$ cat config.mk
export PLATFORM = sky130hd
export DESIGN_NAME = mac_seq_ctrl_flat
export DESIGN_NICKNAME = d
export VERILOG_FILES = /design/src/rtl/mac_seq_ctrl_if.sv /design/src/rtl/mac_seq_ctrl.sv /design/src/flat_wrapper.sv
export SDC_FILE = /design/constraint.sdc
export NUM_CORES = 1
export LEC_CHECK = 0
export ABC_AREA = 1
export BUFFER_PORTS_ARGS = -buffer_cell sky130_fd_sc_hd__clkbuf_2
export CORE_ASPECT_RATIO = 1.2
export CORE_MARGIN = 2
export CORE_UTILIZATION = 42
export DETAILED_ROUTE_END_ITERATION = 7
export PLACE_DENSITY = 0.65
export SLEW_MARGIN = 20
export SYNTH_ARGS = -nofsm -noshare
export SYNTH_HDL_FRONTEND = slang
export SYNTH_SLANG_ARGS = --single-unit
$ cat constraint.sdc
create_clock -name clk -period 1.6 [get_ports clk]
set_clock_uncertainty 0.1 [all_clocks]
set_input_delay 0.16 -clock clk [delete_from_list [all_inputs] [get_ports clk]]
set_output_delay 0.16 -clock clk [all_outputs]
set_load 0.02 [all_outputs]
$ cat src/rtl/mac_seq_ctrl_if.sv
// rtl/mac_seq_ctrl_if.sv - handshake, memory-address, MAC and result signals of the layer sequencer
interface mac_seq_ctrl_if #(
  parameter int N_IN  = 784,
  parameter int N_OUT = 10
);
  localparam int XAW = $clog2(N_IN);
  localparam int WAW = $clog2(N_IN * N_OUT);
  localparam int OAW = (N_OUT > 1) ? $clog2(N_OUT) : 1;

  logic           start;
  logic [XAW-1:0] x_addr;
  logic [WAW-1:0] w_addr;
  logic           mac_clr;
  logic           mac_en;
  logic [15:0]    mac_o;
  logic           res_valid;
  logic [OAW-1:0] res_idx;
  logic [15:0]    res_data;
  logic           busy;
  logic           done;

  // Sequencer side: drives addresses, MAC controls and results.
  modport master (
    input  start, mac_o,
    output x_addr, w_addr, mac_clr, mac_en, res_valid, res_idx, res_data, busy, done
  );

  // Environment side: memories, MAC and the layer requester.
  modport slave (
    output start, mac_o,
    input  x_addr, w_addr, mac_clr, mac_en, res_valid, res_idx, res_data, busy, done
  );
endinterface

$ cat src/rtl/mac_seq_ctrl.sv
// rtl/mac_seq_ctrl.sv - dense-layer dot-product sequencer driving memories and an fp16 MAC
module mac_seq_ctrl #(
  parameter int N_IN  = 784,
  parameter int N_OUT = 10
) (
  input logic           clk,
  input logic           rst,
  mac_seq_ctrl_if.master bus
);
  localparam int XAW = $clog2(N_IN);
  localparam int WAW = $clog2(N_IN * N_OUT);
  localparam int OAW = (N_OUT > 1) ? $clog2(N_OUT) : 1;

  typedef enum logic [2:0] {
    S_IDLE,
    S_CLR,
    S_RUN,
    S_DRAIN,
    S_WRITE,
    S_DONE
  } state_t;

  state_t         state_q, state_d;
  logic [OAW-1:0] i_q, i_d;
  logic [XAW-1:0] j_q, j_d;
  logic [WAW-1:0] wa_q, wa_d;
  logic [XAW-1:0] x_addr_q, x_addr_d;
  logic [WAW-1:0] w_addr_q, w_addr_d;
  logic           mac_en_q, mac_en_d;

  // State and counter registers; reset returns everything to zero/IDLE.
  always_ff @(posedge clk) begin
    if (rst) begin
      state_q  <= S_IDLE;
      i_q      <= '0;
      j_q      <= '0;
      wa_q     <= '0;
      x_addr_q <= '0;
      w_addr_q <= '0;
      mac_en_q <= 1'b0;
    end else begin
      state_q  <= state_d;
      i_q      <= i_d;
      j_q      <= j_d;
      wa_q     <= wa_d;
      x_addr_q <= x_addr_d;
      w_addr_q <= w_addr_d;
      mac_en_q <= mac_en_d;
    end
  end

  // Next state and counter updates; wa runs on across neurons so weights stay row-major.
  always_comb begin
    state_d  = state_q;
    i_d      = i_q;
    j_d      = j_q;
    wa_d     = wa_q;
    x_addr_d = x_addr_q;
    w_addr_d = w_addr_q;
    // Memory data arrives one cycle after the address, so MAC enable trails RUN by one.
    mac_en_d = (state_q == S_RUN);
    case (state_q)
      S_IDLE: begin
        if (bus.start) begin
          state_d = S_CLR;
          i_d     = '0;
          j_d     = '0;
          wa_d    = '0;
        end
      end
      S_CLR: begin
        state_d = S_RUN;
      end
      S_RUN: begin
        x_addr_d = j_q;
        w_addr_d = wa_q;
        wa_d     = wa_q + WAW'(1);
        if (j_q == XAW'(N_IN - 1)) begin
          j_d     = '0;
          state_d = S_DRAIN;
        end else begin
          j_d = j_q + XAW'(1);
        end
      end
      S_DRAIN: begin
        state_d = S_WRITE;
      end
      S_WRITE: begin
        if (i_q == OAW'(N_OUT - 1)) begin
          state_d = S_DONE;
        end else begin
          i_d     = i_q + OAW'(1);
          state_d = S_CLR;
        end
      end
      S_DONE: begin
        state_d = S_IDLE;
      end
      default: begin
        state_d = S_IDLE;
      end
    endcase
  end

  // Outputs decoded from state; addresses show the live counters in RUN and hold otherwise.
  always_comb begin
    bus.busy      = (state_q != S_IDLE);
    bus.done      = (state_q == S_DONE);
    bus.mac_clr   = (state_q == S_CLR);
    bus.mac_en    = mac_en_q;
    bus.res_valid = (state_q == S_WRITE);
    bus.res_idx   = (state_q == S_WRITE) ? i_q : '0;
    bus.res_data  = (state_q == S_WRITE) ? bus.mac_o : 16'h0000;
    bus.x_addr    = (state_q == S_RUN) ? j_q : x_addr_q;
    bus.w_addr    = (state_q == S_RUN) ? wa_q : w_addr_q;
  end
endmodule

$ cat src/flat_wrapper.sv
// flat-port wrapper written by rule: the top's interface ports become plain ports
module mac_seq_ctrl_flat 
#(
  parameter int N_IN  = 784,
  parameter int N_OUT = 10
)
  (clk, rst, bus_start, bus_mac_o, bus_x_addr, bus_w_addr, bus_mac_clr, bus_mac_en, bus_res_valid, bus_res_idx, bus_res_data, bus_busy, bus_done);
  mac_seq_ctrl_if #(.N_IN(N_IN), .N_OUT(N_OUT)) bus_i ();
  input logic clk;
  input logic rst;
  input wire logic [$bits(bus_i.start)-1:0] bus_start;
  input wire logic [$bits(bus_i.mac_o)-1:0] bus_mac_o;
  output wire logic [$bits(bus_i.x_addr)-1:0] bus_x_addr;
  output wire logic [$bits(bus_i.w_addr)-1:0] bus_w_addr;
  output wire logic [$bits(bus_i.mac_clr)-1:0] bus_mac_clr;
  output wire logic [$bits(bus_i.mac_en)-1:0] bus_mac_en;
  output wire logic [$bits(bus_i.res_valid)-1:0] bus_res_valid;
  output wire logic [$bits(bus_i.res_idx)-1:0] bus_res_idx;
  output wire logic [$bits(bus_i.res_data)-1:0] bus_res_data;
  output wire logic [$bits(bus_i.busy)-1:0] bus_busy;
  output wire logic [$bits(bus_i.done)-1:0] bus_done;
  assign bus_i.start = bus_start;
  assign bus_i.mac_o = bus_mac_o;
  assign bus_x_addr = bus_i.x_addr;
  assign bus_w_addr = bus_i.w_addr;
  assign bus_mac_clr = bus_i.mac_clr;
  assign bus_mac_en = bus_i.mac_en;
  assign bus_res_valid = bus_i.res_valid;
  assign bus_res_idx = bus_i.res_idx;
  assign bus_res_data = bus_i.res_data;
  assign bus_busy = bus_i.busy;
  assign bus_done = bus_i.done;
  mac_seq_ctrl #(.N_IN(N_IN), .N_OUT(N_OUT)) u_core (.clk(clk), .rst(rst), .bus(bus_i));
endmodule
==> results.cfg <==
[outcome]
outcome = finished, violations left
violations = negative setup slack

[yosys]
synth_area_sq_um = 2760
yosysTopAreaCellShare_pct = 39.1
synth-async-reset-ratio_pct = 0
yosysMostFrequentCell = nor2_1
synth.area.mux_share_pct = 0
synth_top_cell_by_area = dfxtp_1
ys.flop_type = dfxtp_1
synth_adder_area_share_pct = 1.81
synth_edf_count = 0
ys_ff_latch = 54
yosys.area_share.simple_pct = 32.3
synth-compound-area-share_pct = 13.5
synth_top_family_by_area = simple AND/OR/NAND/NOR gates
ys_seq_area_share_pct = 39.1
synth.distinct_cells = 31
postSynthCellCount = 418
yosys-top-cells-count = nor2_1, nand2_1, inv_1
yosys-top-cells-area = dfxtp_1, nor2_1, nand2_1
yosysWarnings = 0
synth_nets = 441
syn_area_per_cell_sq_um = 6.61
synth-xor-area-share_pct = 0.634

[power]
clkPwrFrac_pct = 21.9
vdd_ir_drop_max_mv = 0.657
switchingPower_w = 0.00143
switching_share_pct = 33.3
power.leakage_nw = 1.98
pwr-share-seq_pct = 35.0
internal_power_w = 0.00286
report.power.total_w = 0.00428
p_per_area_nw_per_um2 = 963
pwr-share-comb_pct = 43.1

[worst_setup_path]
cp.arrival_ps = 1520
crit_required_ps = 1340
crit_fanout = 10
cp-start-kind = flip-flop
crit_type = reg -> out
end_kind = output pin

[timing]
holdWs_ps = 79.2
period_needed_ps = 1780
worst_pin_slew_ps = 362
setup_ws_ps = -181
setup_viol = 45
slew_viol_final = 0
max_freq_ghz = 0.561
hold_violations = 0
rsz0062_at_grt = true
slew_headroom_pct = 75.9
fin_crit_sh_pct = 111

[final_layout]
synthToLayoutAreaGrowth_pct = 61.0
nNetsFinal = 543
num_antenna_cells = 0
multi_input_area_sq_um = 1660
final.fill_count = 503
register_area_sq_um = 1090
drive_gt1_share_pct = 36.5

[clock_tree]
hold_buffers = 0
cts_sinks = 54
clkSlewWorstSetupHoldPaths_ps = 90
clock_latency_ps = 310
cts-root-buf = clkbuf_8
cts_tree = built
cts_made_buffers = 5
clockBufferDepth = 2
htreeDepth = 2

[die]
ios = 67
start_util_pct = 43.1
rows = 32
coreArea_sq_um = 6410
die_h_microns = 92.8
die_area_sq_um = 7240
die_w_microns = 78.0

[hold_path]
hold_path.class = in -> reg

[global_route]
grt_pass1_vias = 2613
grt_use_total_pct = 19.8
antenna_found_initial = 0
grt_max_degree = 44
grt_pass1_wl_microns = 11800
gr-total-overflow = 0

[route]
wl_per_cell_microns = 13.8
dr.pass1.iters = 4
drt_wl_total_microns = 8330
vias_per_cell = 4.98
ant_nets = 0
num_vias = 3010
drcViolationCount = 0
drt_iter0_drc = 138

[placed_design]
port_buffers = 66
gp_congestion = 0.789
place.detailed.hpwl_microns = 4400

[run]
maxCapViolations = 0
[cells in the final DEF, fill, tap and decap left out, types with 4 or more instances in the layout]
cell type	synthesis	layout
nor2_1	71	47
inv_2	4	5
a21oi_1	26	22
buf_12	0	5
nor2_4	0	26
nor3_1	6	5
clkbuf_8	0	12
buf_4	2	31
o21ai_0	30	14
clkbuf_2	0	21
nand3_1	24	24
o21ai_2	0	11
nand4_1	5	5
o21ai_1	5	8
buf_2	3	5
or2_1	9	8
buf_6	2	26
buf_8	0	14
nand2_1	68	63
a21oi_2	0	4
inv_1	62	58
or2_0	10	10
dfxtp_1	54	49
[flip-flops by register name (all words and copies together) (netlist names)]
register,flops
u_core.bus.mac_en,1
u_core.wa_q,13
u_core.x_addr_q,10
u_core.w_addr_q,13
u_core.state_q,3
u_core.j_q,10
u_core.i_q,4
[logic make-up after synthesis]
group	count (synthesis)
flops	54
compound gates	70
fa+ha+maj	4
xor+xnor	2
buf+inv	86
simple gates	202
[routing by layer]
layer  vias to the layer above  part of all wire [%]  global-route usage, %
met3                        14                   6.2                   3.22
met4                         0                   2.0                   5.26
li1                       1513                     -                      -
met2                        97                    51                   35.6
met1                      1386                    40                   24.3
met5                         -                     0                      0
[layout make-up]
| cell class | instances | area share, % |
|---|---|---|
| Multi-Input combinational cell | 278 | 37.2 |
| Timing Repair Buffer | 115 | 27.4 |
| Sequential cell | 54 | 24.6 |
| Tap cell | 85 | 2.39 |
| Clock buffer | 6 | 1.86 |
| Clock inverter | 1 | 0.675 |
| Inverter | 66 | 5.80 |
[power by group through the flow]
stage               sequential [W]  combinational [W]  clock [W]
floorplan                  0.00152           0.000743          0
global placement           0.00152            0.00112          0
detailed placement         0.00152            0.00113          0
CTS                        0.00150            0.00143   0.000962
global route               0.00151            0.00197    0.00101
finish                     0.00150            0.00184   0.000938
[what timing repair did]
item,in CTS,in global routing
setup endpoints to repair,43,68
gates resized for setup,106,141
gates cloned,4,5
buffers inserted,9,9
hold endpoints to repair,0,0
pin swaps,4,8
[final timing paths]
| kind | from | end | slack [ps] | cells after the start |
|---|---|---|---|---|
| worst max-delay path | u_core.state_q[0]$_SDFFE_PP0P_ | bus_x_addr[1] | -180 | 7 |
| worst min-delay path | bus_start | u_core.state_q[0]$_SDFFE_PP0P_ | 80 | 3 |
| worst max register to register | u_core.state_q[0]$_SDFFE_PP0P_ | u_core.j_q[5]$_SDFFE_PP0P_ | 0 | 10 |
| worst min register to register | u_core.w_addr_q[12]$_SDFF_PP0_ | u_core.w_addr_q[12]$_SDFF_PP0_ | 390 | 2 |
[per-stage QoR]
step	instance area (sq um)	util, %	setup TNS [ps]	std cells	worst slack [ps]
finish	4450	69.4	-4780	605	-181
global route	4450	69.4	-7930	605	-255
CTS	3890	60.7	-3930	591	-169
detailed placement	3320	51.8	0	572	41.7
global placement	3320	51.8	0	572	58.7
floorplan	2760	-	0	418	51.3
[worst max-delay path, cell delays in order (launching register included)]
cell and delay (ps):
dfxtp_2 340, inv_2 70, nand3_4 110, buf_4 170, clkbuf_16 170, o21ai_2 140
inv_1 60, clkbuf_8 150
No activity file was read; power rests on OpenSTA's default activity.
